File: src/rtl/branch_pkg.sv
// ============================================================================
// Module  : branch_pkg
// Brief   : Branch-type codes, FSM state encoding and taken-decision helper
//           shared by the PC sequencer and its return-address stack.
// Rev     : 1.0  initial release
// ============================================================================
`default_nettype none

package branch_pkg;

  localparam logic [2:0] BR_NONE = 3'b000;
  localparam logic [2:0] BR_BEQ  = 3'b001;
  localparam logic [2:0] BR_BNE  = 3'b010;
  localparam logic [2:0] BR_JMP  = 3'b011;
  localparam logic [2:0] BR_CALL = 3'b100;
  localparam logic [2:0] BR_RET  = 3'b101;

  typedef enum logic [1:0] {
    S_BOOT  = 2'd0,
    S_RUN   = 2'd1,
    S_FLUSH = 2'd2
  } state_t;

  // Codes 110/111 fall into the default arm and behave like NONE.
  function automatic logic br_is_taken(input logic [2:0] br_type, input logic zero);
    case (br_type)
      BR_BEQ:                  return zero;
      BR_BNE:                  return !zero;
      BR_JMP, BR_CALL, BR_RET: return 1'b1;
      default:                 return 1'b0;
    endcase
  endfunction

endpackage

`default_nettype wire

File: src/rtl/branch_pc_unit_if.sv
// ============================================================================
// Module  : branch_pc_unit_if
// Brief   : Decode-side resolution inputs and fetch-side PC handshake of the
//           branch/PC unit, bundled as one interface.
// Rev     : 1.0  initial release
// ============================================================================
`default_nettype none

interface branch_pc_unit_if #(
  parameter int PC_W  = 16,
  parameter int CNT_W = 16
);

  logic             stall;
  logic             fetch_ready;
  logic             id_valid;
  logic [2:0]       id_br_type;
  logic [PC_W-1:0]  id_pc;
  logic [PC_W-1:0]  id_target;
  logic             zero;
  logic [PC_W-1:0]  pc;
  logic             pc_valid;
  logic             flush;
  logic             ras_underflow;
  logic [CNT_W-1:0] taken_cnt;

  // The PC unit itself: drives the fetch address and status.
  modport master (
    input  stall, fetch_ready, id_valid, id_br_type, id_pc, id_target, zero,
    output pc, pc_valid, flush, ras_underflow, taken_cnt
  );

  // The pipeline around it: supplies decode results and fetch readiness.
  modport slave (
    output stall, fetch_ready, id_valid, id_br_type, id_pc, id_target, zero,
    input  pc, pc_valid, flush, ras_underflow, taken_cnt
  );

endinterface

`default_nettype wire

File: src/rtl/ras_stack.sv
// ============================================================================
// Module  : ras_stack
// Brief   : Circular return-address stack. A push when full overwrites the
//           oldest entry; a pop when empty leaves the stack empty.
// Rev     : 1.0  initial release
// ============================================================================
`default_nettype none

module ras_stack #(
  parameter int RAS_DEPTH = 4,
  parameter int PC_W      = 16
) (
  input  logic            clk,
  input  logic            rst_n,
  input  logic            push,
  input  logic            pop,
  input  logic [PC_W-1:0] push_data,
  output logic [PC_W-1:0] top,
  output logic            empty,
  output logic            full
);

  localparam int                PTR_W   = $clog2(RAS_DEPTH);
  localparam logic [PTR_W:0]    DEPTH_C = (PTR_W + 1)'(RAS_DEPTH);

  logic [PC_W-1:0]  mem [RAS_DEPTH];
  logic [PTR_W-1:0] wr_ptr;
  logic [PTR_W:0]   count;

  assign empty = (count == '0);
  assign full  = (count == DEPTH_C);
  // Depth is a power of two, so the pointer wraps on its own.
  assign top   = mem[wr_ptr - PTR_W'(1)];

  // Pointer and occupancy; the count saturates at depth on overflow.
  always_ff @(posedge clk) begin
    if (!rst_n) begin
      wr_ptr <= '0;
      count  <= '0;
    end else if (push) begin
      wr_ptr <= wr_ptr + PTR_W'(1);
      if (!full) count <= count + (PTR_W + 1)'(1);
    end else if (pop && !empty) begin
      wr_ptr <= wr_ptr - PTR_W'(1);
      count  <= count - (PTR_W + 1)'(1);
    end
  end

  // Entry storage; contents are meaningless while the count excludes them.
  always_ff @(posedge clk) begin
    if (push) mem[wr_ptr] <= push_data;
  end

endmodule

`default_nettype wire

File: src/rtl/branch_pc_unit.sv
// ============================================================================
// Module  : branch_pc_unit
// Brief   : PC sequencer and branch resolver. Redirects the fetch PC on taken
//           branches, pulses flush, tracks CALL/RET through a small RAS and
//           counts taken redirects.
// Rev     : 1.0  initial release
// ============================================================================
`default_nettype none

module branch_pc_unit
  import branch_pkg::*;
#(
  parameter int              PC_W      = 16,
  parameter logic [PC_W-1:0] BOOT_ADDR = '0,
  parameter int              RAS_DEPTH = 4,
  parameter int              CNT_W     = 16
) (
  input  logic             clk,
  input  logic             rst_n,
  branch_pc_unit_if.master bus
);

  state_t           state_q, state_d;
  logic [PC_W-1:0]  pc_q, pc_d;
  logic             pc_valid_q, pc_valid_d;
  logic             flush_q, flush_d;
  logic             und_q, und_d;
  logic [CNT_W-1:0] cnt_q, cnt_d;

  logic             resolve, taken, do_call, do_ret;
  logic             ras_empty, ras_full_unused;
  logic [PC_W-1:0]  ras_top, target;

  assign resolve = bus.id_valid & ~bus.stall;
  assign taken   = resolve & br_is_taken(bus.id_br_type, bus.zero);
  assign do_call = resolve & (bus.id_br_type == BR_CALL);
  assign do_ret  = resolve & (bus.id_br_type == BR_RET);
  // An empty-stack RET falls back to the decoded target.
  assign target  = (do_ret && !ras_empty) ? ras_top : bus.id_target;

  ras_stack #(
    .RAS_DEPTH (RAS_DEPTH),
    .PC_W      (PC_W)
  ) u_ras (
    .clk       (clk),
    .rst_n     (rst_n),
    .push      (do_call),
    .pop       (do_ret),
    .push_data (bus.id_pc + PC_W'(1)),
    .top       (ras_top),
    .empty     (ras_empty),
    .full      (ras_full_unused)
  );

  // Next-state: stall holds everything, then redirect, then sequential fetch.
  always_comb begin
    state_d    = state_q;
    pc_d       = pc_q;
    flush_d    = 1'b0;
    und_d      = und_q;
    cnt_d      = cnt_q;
    if (!bus.stall) begin
      if (taken) begin
        state_d = S_FLUSH;
        pc_d    = target;
        flush_d = 1'b1;
        if (cnt_q != '1) cnt_d = cnt_q + CNT_W'(1);
        if (do_ret && ras_empty) und_d = 1'b1;
      end else begin
        case (state_q)
          S_BOOT:  state_d = S_RUN;
          S_RUN:   if (bus.fetch_ready) pc_d = pc_q + PC_W'(1);
          S_FLUSH: state_d = S_RUN;
          default: state_d = S_BOOT;
        endcase
      end
    end
    pc_valid_d = (state_d == S_RUN);
  end

  // State and output registers; reset overrides any pending redirect.
  always_ff @(posedge clk) begin
    if (!rst_n) begin
      state_q    <= S_BOOT;
      pc_q       <= BOOT_ADDR;
      pc_valid_q <= 1'b0;
      flush_q    <= 1'b0;
      und_q      <= 1'b0;
      cnt_q      <= '0;
    end else begin
      state_q    <= state_d;
      pc_q       <= pc_d;
      pc_valid_q <= pc_valid_d;
      flush_q    <= flush_d;
      und_q      <= und_d;
      cnt_q      <= cnt_d;
    end
  end

  assign bus.pc            = pc_q;
  assign bus.pc_valid      = pc_valid_q;
  assign bus.flush         = flush_q;
  assign bus.ras_underflow = und_q;
  assign bus.taken_cnt     = cnt_q;

endmodule

`default_nettype wire

File: src/flat_wrapper.sv
// flat-port wrapper written by rule: the top's interface ports become plain ports
module branch_pc_unit_flat import branch_pkg::*;
#(
  parameter int              PC_W      = 16,
  parameter logic [PC_W-1:0] BOOT_ADDR = '0,
  parameter int              RAS_DEPTH = 4,
  parameter int              CNT_W     = 16
)
  (clk, rst_n, bus_stall, bus_fetch_ready, bus_id_valid, bus_id_br_type, bus_id_pc, bus_id_target, bus_zero, bus_pc, bus_pc_valid, bus_flush, bus_ras_underflow, bus_taken_cnt);
  branch_pc_unit_if #(.PC_W(PC_W), .CNT_W(CNT_W)) bus_i ();
  input  logic clk;
  input  logic rst_n;
  input wire logic [$bits(bus_i.stall)-1:0] bus_stall;
  input wire logic [$bits(bus_i.fetch_ready)-1:0] bus_fetch_ready;
  input wire logic [$bits(bus_i.id_valid)-1:0] bus_id_valid;
  input wire logic [$bits(bus_i.id_br_type)-1:0] bus_id_br_type;
  input wire logic [$bits(bus_i.id_pc)-1:0] bus_id_pc;
  input wire logic [$bits(bus_i.id_target)-1:0] bus_id_target;
  input wire logic [$bits(bus_i.zero)-1:0] bus_zero;
  output wire logic [$bits(bus_i.pc)-1:0] bus_pc;
  output wire logic [$bits(bus_i.pc_valid)-1:0] bus_pc_valid;
  output wire logic [$bits(bus_i.flush)-1:0] bus_flush;
  output wire logic [$bits(bus_i.ras_underflow)-1:0] bus_ras_underflow;
  output wire logic [$bits(bus_i.taken_cnt)-1:0] bus_taken_cnt;
  assign bus_i.stall = bus_stall;
  assign bus_i.fetch_ready = bus_fetch_ready;
  assign bus_i.id_valid = bus_id_valid;
  assign bus_i.id_br_type = bus_id_br_type;
  assign bus_i.id_pc = bus_id_pc;
  assign bus_i.id_target = bus_id_target;
  assign bus_i.zero = bus_zero;
  assign bus_pc = bus_i.pc;
  assign bus_pc_valid = bus_i.pc_valid;
  assign bus_flush = bus_i.flush;
  assign bus_ras_underflow = bus_i.ras_underflow;
  assign bus_taken_cnt = bus_i.taken_cnt;
  branch_pc_unit #(.PC_W(PC_W), .BOOT_ADDR(BOOT_ADDR), .RAS_DEPTH(RAS_DEPTH), .CNT_W(CNT_W)) u_core (.clk(clk), .rst_n(rst_n), .bus(bus_i));
endmodule
File: config.mk
export PLATFORM = sky130hd
export DESIGN_NAME = branch_pc_unit_flat
export DESIGN_NICKNAME = d
export VERILOG_FILES = /design/src/rtl/branch_pkg.sv /design/src/rtl/branch_pc_unit_if.sv /design/src/rtl/ras_stack.sv /design/src/rtl/branch_pc_unit.sv /design/src/flat_wrapper.sv
export SDC_FILE = /design/constraint.sdc
export NUM_CORES = 1
export LEC_CHECK = 0
export ABC_AREA = 1
export BUFFER_PORTS_ARGS = -buffer_cell sky130_fd_sc_hd__buf_2
export CAP_MARGIN = 10
export CORE_MARGIN = 4
export CORE_UTILIZATION = 44
export CTS_CLUSTER_DIAMETER = 50
export CTS_CLUSTER_SIZE = 12
export DETAILED_ROUTE_END_ITERATION = 12
export GPL_TIMING_DRIVEN = 0
export PLACE_DENSITY = 0.6
export SYNTH_ARGS = -nofsm -noshare
export SYNTH_HDL_FRONTEND = slang
export SYNTH_HIERARCHICAL = 1
export SYNTH_SLANG_ARGS = --single-unit
export TNS_END_PERCENT = 10
File: constraint.sdc
create_clock -name clk -period 2.6 [get_ports clk]
set_input_delay 0.13 -clock clk [delete_from_list [all_inputs] [get_ports clk]]
set_output_delay 0.13 -clock clk [all_outputs]
set_load 0.02 [all_outputs]
# --- After elaboration in Yosys (flattened, before gate mapping) ---
# Memories as Yosys holds them, arrays and structs flattened.
# Cells that the tools add are included.
totals:
  reg_bits: 42
  ram_bits: 64
  out_inout_bits: 35
  elab_cells: 65
  n_memories: 1
mem_list:
  columns: ["name", "words", "width", "rd", "rd_ports_with_merged_regs", "wr", "line", "rtl"]
  rows:
  - ["u_core.u_ras.mem", 4, 16, 1, 0, 1, "ras_stack.sv:26", "logic [PC_W-1:0] mem [RAS_DEPTH];"]
classes:
  addsub: 7
  n_eq_ne: 11
  muxes: 16
  n_bitwise: 6
  n_reduce_logical: 16
ops:
  columns: ["operator", "n"]
  rows:
  - ["16-bit two-way mux", 4]
  - ["16-bit by 1-bit adder with 16-bit output, second input constant", 3]
  - ["16-bit inequality test, second input constant", 1]
  - ["3-bit == test, second input constant", 3]
  - ["3-bit two-way mux", 3]
  - ["3-bit AND reduction", 3]
  - ["2-bit two-way mux", 4]
  - ["3-bit by 2-bit == test with 1-bit output, second input constant", 2]
  - ["2-bit nonzero test", 3]
  - ["1-bit bitwise AND", 4]
  - ["2-bit by 1-bit == test with 1-bit output, second input constant", 2]
  - ["2-bit case mux with 2 select lines", 1]
  - ["2-bit OR reduction", 2]
  - ["3-bit by 1-bit adder with 3-bit output, second input constant", 1]
  - ["3-bit by 1-bit == test with 1-bit output, second input constant", 1]
  - ["3-bit zero test", 1]
  - ["1-bit two-way mux", 3]
  - ["1-bit case mux with 3 select lines", 1]
  - ["3-bit OR reduction", 1]
  - ["3-bit by 1-bit subtractor with 3-bit output, second input constant", 1]
  - ["2-bit by 1-bit adder with 2-bit output, second input constant", 1]
  - ["2-bit == test, second input constant", 1]
  - ["1-bit logical AND", 2]
  - ["1-bit zero test", 2]
  - ["other kinds (5)", 6]

# --- Longest topological paths before layout ---
# Gate-level depths: netlist of run 1.
depth:
  word_depth: 7
  mapped_depth: 13

# --- Cells and area by module ---
# Netlist of run 1, hierarchy kept.
modules_own_cells:
  columns: ["mod", "n_inst", "cells_per_inst", "area_each_um2", "seq_area_each_um2"]
  rows:
  - ["branch_pc_unit", 1, 460, 2835.2, 740.7]
  - ["ras_stack", 1, 215, 2738.9, 2021.9]

# --- Least setup slack after synthesis of run 1 ---
# Ideal clock, no wire load.
synth_path:
  path_type: "flip-flop to flip-flop"
  startpoint: "reg u_core.u_ras.wr_ptr[0]"
  endpoint: "reg u_core.pc_q[13] (netlist: u_core/bus.pc[13])"
  t_arrival_ns: 1.791
  required_time_ns: 2.483
  slack_ns: 0.692
  stages_incl_launch_ff: 14
  n_path_buf: 2
  period_less_slack_ns: 1.908
  cell_sequence: "dfxtp_1 > inv_2 > buf_2 > ha_1 > inv_1 > buf_2 > o21ai_1 > o22ai_1 > inv_1 > nand3_1 > nand3_1 > nand2_1 > nor2_1 > nor2_1"
synth_between:
  elab_chain_cells: 4
synth_rtl:
  columns: ["item", "line", "rtl"]
  rows:
  - ["from (decl)", "ras_stack.sv:27", "logic [PTR_W-1:0] wr_ptr;"]
  - ["from (signal assigned)", "ras_stack.sv:41", "wr_ptr <= wr_ptr + PTR_W'(1);"]
  - ["from (signal assigned)", "ras_stack.sv:44", "wr_ptr <= wr_ptr - PTR_W'(1);"]
  - ["2-bit by 1-bit subtractor with 2-bit output", "ras_stack.sv:33", "assign top = mem[wr_ptr - PTR_W'(1)];"]
  - ["memory 4 x 16 bit", null, null]
  - ["net u_core.ras_top[13]", "branch_pc_unit.sv:32", "logic [PC_W-1:0] ras_top, target;"]
  - ["16-bit two-way mux", "branch_pc_unit.sv:39", "assign target = (do_ret && !ras_empty) ? ras_top : bus.id_target;"]
  - ["16-bit two-way mux", "branch_pc_unit.sv:63", "if (taken) begin"]
  - ["to (signal assigned)", "branch_pc_unit.sv:92", "pc_q <= pc_d;"]
  - ["to (decl)", "branch_pc_unit.sv:24", "logic [PC_W-1:0] pc_q, pc_d;"]
# The timed path passes the listed nets, and every way through them passes these cells.
# A chain may end at the register's enable or synchronous reset.

# --- Worst setup path in the final report of run 1 ---
# Same ends and word-level chain as after synthesis.

==> results of run 1 <==
## worst max-delay path, stage by stage, from the launching register on
cell	delay, ns
dfxtp_2	0.42
inv_2	0.11
clkbuf_4	0.23
ha_1	0.43
inv_2	0.18
clkbuf_4	0.24
o21ai_1	0.09
o22ai_1	0.19
inv_1	0.06
nand3_1	0.10
nand3_1	0.11
nand2_1	0.07
nor2_1	0.04
nor2_1	0.09
## layer usage
| metal | up-vias | wire [µm] |
|---|---|---|
| li1 | 2408 | - |
| met1 | 2301 | 6618 |
| met2 | 112 | 6861 |
| met3 | 16 | 566 |
| met4 | 0 | 199 |
| met5 | - | 0 |
## cell usage in the layout, fill, tap and decap left out, types with 2 or more instances in the layout
master       n
edfxtp_1    64
xor2_1      10
nand2_1    144
nor2_4       4
clkbuf_2     2
nor2_1      87
o22ai_1     17
inv_8        2
o211ai_1     4
nand3_1     54
clkbuf_1     3
buf_6        7
nand3b_1     2
inv_1       80
nor4_1       2
nand2_2      3
xnor2_1     10
dfxtp_1     41
a21oi_1     28
nor2_2       3
clkbuf_16    9
nor3_1       4
buf_2       80
nand3_2      3
inv_2        6
ha_1         7
clkbuf_4     2
o21ai_0     50
buf_4        2
inv_6        3
o21ai_1      6
nand2_4      4
nand4_1     11
## how the worst max path moves through the flow
| stage | from | end | slack (ns) | cells after the start |
|---|---|---|---|---|
| after floorplan | u_core/u_ras/wr_ptr[0]$_SDFFE_PN0P_ | u_core/bus.pc[13]$_SDFFE_PN0P_ | 0.69 | 13 |
| after global placement | u_core/u_ras/wr_ptr[0]$_SDFFE_PN0P_ | u_core/bus.pc[13]$_SDFFE_PN0P_ | -0.006 | 13 |
| after detailed placement | u_core/u_ras/wr_ptr[0]$_SDFFE_PN0P_ | u_core/bus.pc[14]$_SDFFE_PN0P_ | -0.03 | 13 |
| after CTS | u_core/u_ras/wr_ptr[0]$_SDFFE_PN0P_ | u_core/bus.pc[13]$_SDFFE_PN0P_ | 0.04 | 13 |
| after global routing | u_core/u_ras/wr_ptr[0]$_SDFFE_PN0P_ | u_core/bus.pc[13]$_SDFFE_PN0P_ | 0.03 | 13 |
| final | u_core/u_ras/wr_ptr[0]$_SDFFE_PN0P_ | u_core/bus.pc[13]$_SDFFE_PN0P_ | 0.19 | 13 |
## timing repair
item / in CTS / in global routing
resized for setup: 1 / 3
endpoints found under the hold margin: 1 / 0
hold buffers: 1 / 0
setup endpoints to repair: 3 / 9
## per-stage QoR
step                      cell area (µm²)   TNS (ns)
final                                6459          0
after floorplan                      5570          0
after global routing                 6459          0
after global placement               6156  -0.005703
after CTS                            6452          0
after detailed placement             6156   -0.05181
## power by group through the flow
stage | combinational [W] | clock (W) | sequential (W)
finish | 0.000362 | 0.00136 | 0.00184
global route | 0.000404 | 0.00145 | 0.00185
CTS | 0.000362 | 0.00139 | 0.00184
detailed placement | 0.000359 | 0 | 0.00188
global placement | 0.000351 | 0 | 0.00188
floorplan | 0.000198 | 0 | 0.00190
## final cells by class
| type | instances | area (µm²) | area share |
|---|---|---|---|
| inverter | 87 | 326.6 | 0.05056 |
| buffer | 20 | 151.4 | 0.02344 |
| timing repair buffer | 76 | 385.4 | 0.05967 |
| clock inverter | 6 | 57.56 | 0.008911 |
| sequential | 106 | 2764 | 0.4279 |
| tap | 168 | 210.2 | 0.03255 |
| clock buffer | 10 | 229.0 | 0.03545 |
| multi-input combinational | 461 | 2335 | 0.3615 |
## registers in the layout, summed over array words and instances, names as in the netlist
name                      count
u_core/bus.ras_underflow      1
u_core/u_ras/wr_ptr           2
u_core/bus.flush              1
u_core/bus.pc_valid           1
u_core/bus.taken_cnt         16
u_core/u_ras/mem             64
u_core/u_ras/count            3
u_core/bus.pc                16
u_core/state_q                2
==> results.cfg, run 1 <==
[setup_path]
critPathLaunchType = flop
crit_fanout = 11
arrival_ns = 2.71
crit_required_ns = 2.90
r2r_end = u_core/bus.pc[13]$_SDFFE_PN0P_
reg2reg_slack_ns = 0.19
reg2regPathDepth = 13
r2r_start = u_core/u_ras/wr_ptr[0]$_SDFFE_PN0P_
path_class = reg2reg
crit_path_end_kind = flop

[floorplan]
fp.dieArea_um2 = 14520
pin_count = 76
coreArea_um2 = 12210
die_w_um = 120.5
start_util = 0.4561
die_y_um = 120.5
rows = 40

[placement]
dp_cells = 917
dpl.hpwl_mm = 10.23
portBuffers = 75
place.gp.congestion = 0.8661
place_ws_ns = -0.02594

[global_routing]
antenna_found_initial = 0
gr-usage-met3 = 0.04116
grt_overflow = 0
busiest_layer = met2
grt_use_met1 = 0.2669
grt_max_degree = 20
grt_first_pass_wirelength_mm = 23.25
grt_util_met2 = 0.3433
grt_pass1_vias = 4651
track_usage = 0.2041

[sta]
slew_violations = 0
rsz0062_at_grt = no
finalWorstSetupSlack_ns = 0.1861
setup_viol = 0
post-route-period-util = 0.9284
clock_skew_ns = 0.006576
fin_hold_ws_ns = 0.05143
relSlewSlack = 0.4390
hold_viol = 0
post-route-min-period_ns = 2.414
fmax_ghz = 0.4143
tightest_slew_ns = 0.8405

[layout]
antennaDiodeCount = 0
nFillCells = 1213
final_cell_count_no_fill = 934
nets = 810
layout-drive-gt1-share = 0.1789
syn_to_final_growth_pct = 15.95
final_util = 0.5289

[pwr]
p_int_w = 0.002616
power_switching_w = 0.0009450
p_leak_nw = 2.791
p_sw_frac = 0.2654
peakVddDrop_uv = 415.8
pwr-share-clk = 0.381
combPwrFrac = 0.102
p_seq_frac = 0.518
power_density_nw_per_um2 = 551.4
power.total_w = 0.003561

[clock_tree]
cts_buffers = 9
clk_pin_slew_ns = 0.08
root_buffer = clkbuf_16
cts_setup_buffers = 0
clk_latency_ns = 0.36
cts_tree = yes
cts-htree-levels = 3
cts.sinks = 106
max-clock-path-buffers = 2

[synth]
netlist_area_um2 = 5570
syn_nets = 723
syn_avg_cell_area_um2 = 8.265
synth.yosys.warnings = 6
syn_inst = 674

[worst_hold_path]
hold_start = rst_n
min_to = u_core/u_ras/wr_ptr[0]$_SDFFE_PN0P_
hold_class = in2reg
hold_depth = 3

[routing]
drc = 0
post_drt_wl_per_cell_um = 15.25
wirelength_mm = 14.25
ant_nets = 0
firstDrtPassIters = 5
drt_iter0_drc = 365
vias = 4837
via_per_inst = 5.179

[job]
drv_cap = 0

[run_status]
outcome = finished, final reports clean
Note: power is estimated with default switching activity, not from simulation.
==> inputs of run 2 (changes only) <==
--- a/config.mk
+++ b/config.mk
@@ -17,6 +17,5 @@
 export PLACE_DENSITY = 0.6
 export SYNTH_ARGS = -nofsm -noshare
 export SYNTH_HDL_FRONTEND = slang
-export SYNTH_HIERARCHICAL = 1
 export SYNTH_SLANG_ARGS = --single-unit
 export TNS_END_PERCENT = 10
==> run 2 against run 1 <==
Compared with the run above:
- sequential cell count unchanged
- synthesized area stayed put
- setup slack better by 0.021 ns
- largest power group unchanged
- fmax grew 0.87%
- synthesized cell count up 3.9%
- sequential share of layout area decreased by 0.63 points
- routed wire length decreased by 4.0%
==> results.cfg, run 2 <==
[floorplan]
start_util = 0.4561
die_y_um = 120.5
fp.dieArea_um2 = 14520
coreArea_um2 = 12210
rows = 40
pin_count = 76
die_w_um = 120.5

[layout]
final_cell_count_no_fill = 963
layout-drive-gt1-share = 0.1786
nFillCells = 1195
final_util = 0.5366
nets = 839
layout_common_cells = nand2_1 (173), nor2_1 (115), buf_2 (87)
final_area_um2 = 6553
largest-register = u_core.u_ras.mem
syn_to_final_growth_pct = 17.63
antennaDiodeCount = 0
layout_commonest_cell = nand2_1
regArea_um2 = 2763
largest_reg_flops = 64
multi_input_area_um2 = 2407

[job]
drv_cap = 0

[synth]
synthFlopType = edfxtp_1
synth_largest_area_cell = edfxtp_1
synthAdderAreaFrac = 0.01932
yosys-top-cells-area = edfxtp_1 (35%), dfxtp_1 (15%), nand2_1 (12%)
syn_avg_cell_area_um2 = 7.958
ys_seq_area_frac = 0.4960
synth_edf_count = 64
synth.ff_latch_count = 106
yosys-top-cells-count = nand2_1 (173), nor2_1 (119), inv_1 (66), edfxtp_1 (64), nand3_1 (58)
synth_top_area_frac = 0.3450
synth_xor_area_frac = 0.03774
async_flop_share = 0
synthMuxAreaShare = 0
syn_inst = 700
synth_most_common_cell = nand2_1
netlist_area_um2 = 5570
synth-simple-area-share = 0.2891
synth_top_family_by_area = simple AND/OR/NAND/NOR gates
syn_nets = 749
synth_compound_area_frac = 0.08311
ys_types = 39
synth.yosys.warnings = 0

[pwr]
p_leak_nw = 2.818
power_density_nw_per_um2 = 548.7
peakVddDrop_uv = 590.4

[placement]
dp_cells = 947
dpl.hpwl_mm = 10.24
place.gp.congestion = 0.8389
post_dp_cell_area_um2 = 6226
place_ws_ns = 0.1220
portBuffers = 75

[sta]
fmax_ghz = 0.4179
fin_hold_ws_ns = 0.08659
post-route-period-util = 0.9205
hold_viol = 0
finalWorstSetupSlack_ns = 0.2068
clock_skew_ns = 0.005231
relSlewSlack = 0.5934
rsz0062_at_grt = no
tightest_slew_ns = 0.6098
setup_viol = 0
post-route-min-period_ns = 2.393
slew_violations = 0

[routing]
wirelength_mm = 13.67
vias = 4701
firstDrtPassIters = 4
ant_nets = 0
drt_iter0_drc = 417
drc = 0
via_per_inst = 4.882
post_drt_wl_per_cell_um = 14.20

[clock_tree]
root_buffer = clkbuf_16
clk_pin_slew_ns = 0.07
clk_latency_ns = 0.36
max-clock-path-buffers = 2
cts_buffers = 9
cts_tree = yes
cts-htree-levels = 3
cts.sinks = 106
cts_setup_buffers = 0

[setup_path]
slowest_stage = dfxtp_1
crit_fanout = 11
crit_path_end_kind = flop
critPathLaunchType = flop
r2r_start = u_core.u_ras.wr_ptr[0]$_SDFFE_PN0P_
path_class = reg2reg
startpoint = u_core.u_ras.wr_ptr[0]$_SDFFE_PN0P_
crit_required_ns = 2.86
worst_path_largest_cell_delay_ns = 0.35
arrival_ns = 2.66
crit_chain = buf_2 > inv_2 > buf_2 > ha_1 > clkbuf_2 > inv_4 > clkbuf_4 > nand3_1 > nand2_1 > nand2_1 > nand3_1 > nand3_1 > nand2_1 > inv_1

[run_status]
outcome = finished, final reports clean

[global_routing]
grt_max_degree = 21
grt_first_pass_wirelength_mm = 22.00
track_usage = 0.1926
grt_overflow = 0
grt_pass1_vias = 4329
antenna_found_initial = 0

[worst_hold_path]
hold_start = rst_n
hold_class = in2reg
==> run 2: per-stage QoR <==
| stage | total power [W] | TNS (ns) |
|---|---|---|
| after global placement | 0.002189 | -4.800 |
| after global routing | 0.003748 | 0 |
| final | 0.003596 | 0 |
| after floorplan | 0.002071 | 0 |
| after detailed placement | 0.002198 | 0 |
| after CTS | 0.003627 | 0 |
==> run 2: worst paths after layout <==
path,to,cells after the start,slack [ns]
worst min-delay path,u_core.u_ras.wr_ptr[0]$_SDFFE_PN0P_,3,0.09
worst max-delay path,u_core.bus.pc[14]$_SDFFE_PN0P_,14,0.21
worst min register to register,u_core.u_ras.count[0]$_SDFFE_PN0P_,1,0.50
worst max register to register,u_core.bus.pc[14]$_SDFFE_PN0P_,14,0.21
==> run 2: logic make-up after synthesis <==
kind of cell | after synthesis
fa+ha+maj | 8
flops | 106
buf+inv | 95
xor+xnor | 24
compound gates | 86
simple gates | 381
==> run 2: worst max-delay path: cells and delay by family, from the launching register on <==
| kind | cells | cell delay (ns) |
|---|---|---|
| fa+ha+maj | 1 | 0.31 |
| flops | 1 | 0.35 |
| buf+inv | 7 | 1.09 |
| simple gates | 6 | 0.53 |
==> run 2: final cells by class <==
| cell class | count | area share |
|---|---|---|
| buffer | 24 | 0.02253 |
| clock buffer | 9 | 0.03437 |
| clock inverter | 7 | 0.01375 |
| inverter | 71 | 0.04182 |
| multi-input combinational | 499 | 0.3674 |
| sequential | 106 | 0.4216 |
| tap | 168 | 0.03208 |
| timing repair buffer | 79 | 0.06645 |
==> run 2: per-layer routing <==
| metal | GRT usage | wire [µm] |
|---|---|---|
| met2 | 0.3196 | 6430 |
| met4 | 0.04533 | 110 |
| met1 | 0.2555 | 6516 |
| met5 | 0 | 0 |
| met3 | 0.04677 | 613 |
==> run 2: timing repair <==
action                                 4_1_cts  5_1_grt
setup endpoints to repair                    0        3
gates resized for setup                      0        3
hold buffers                                 0        0
endpoints found under the hold margin        0        0
==> run 2: power by group <==
group          total (W)  internal [W]  switching [W]
clock network    0.00143      0.000776       0.000659
logic           0.000323      0.000115       0.000208
registers        0.00184       0.00181      0.0000302
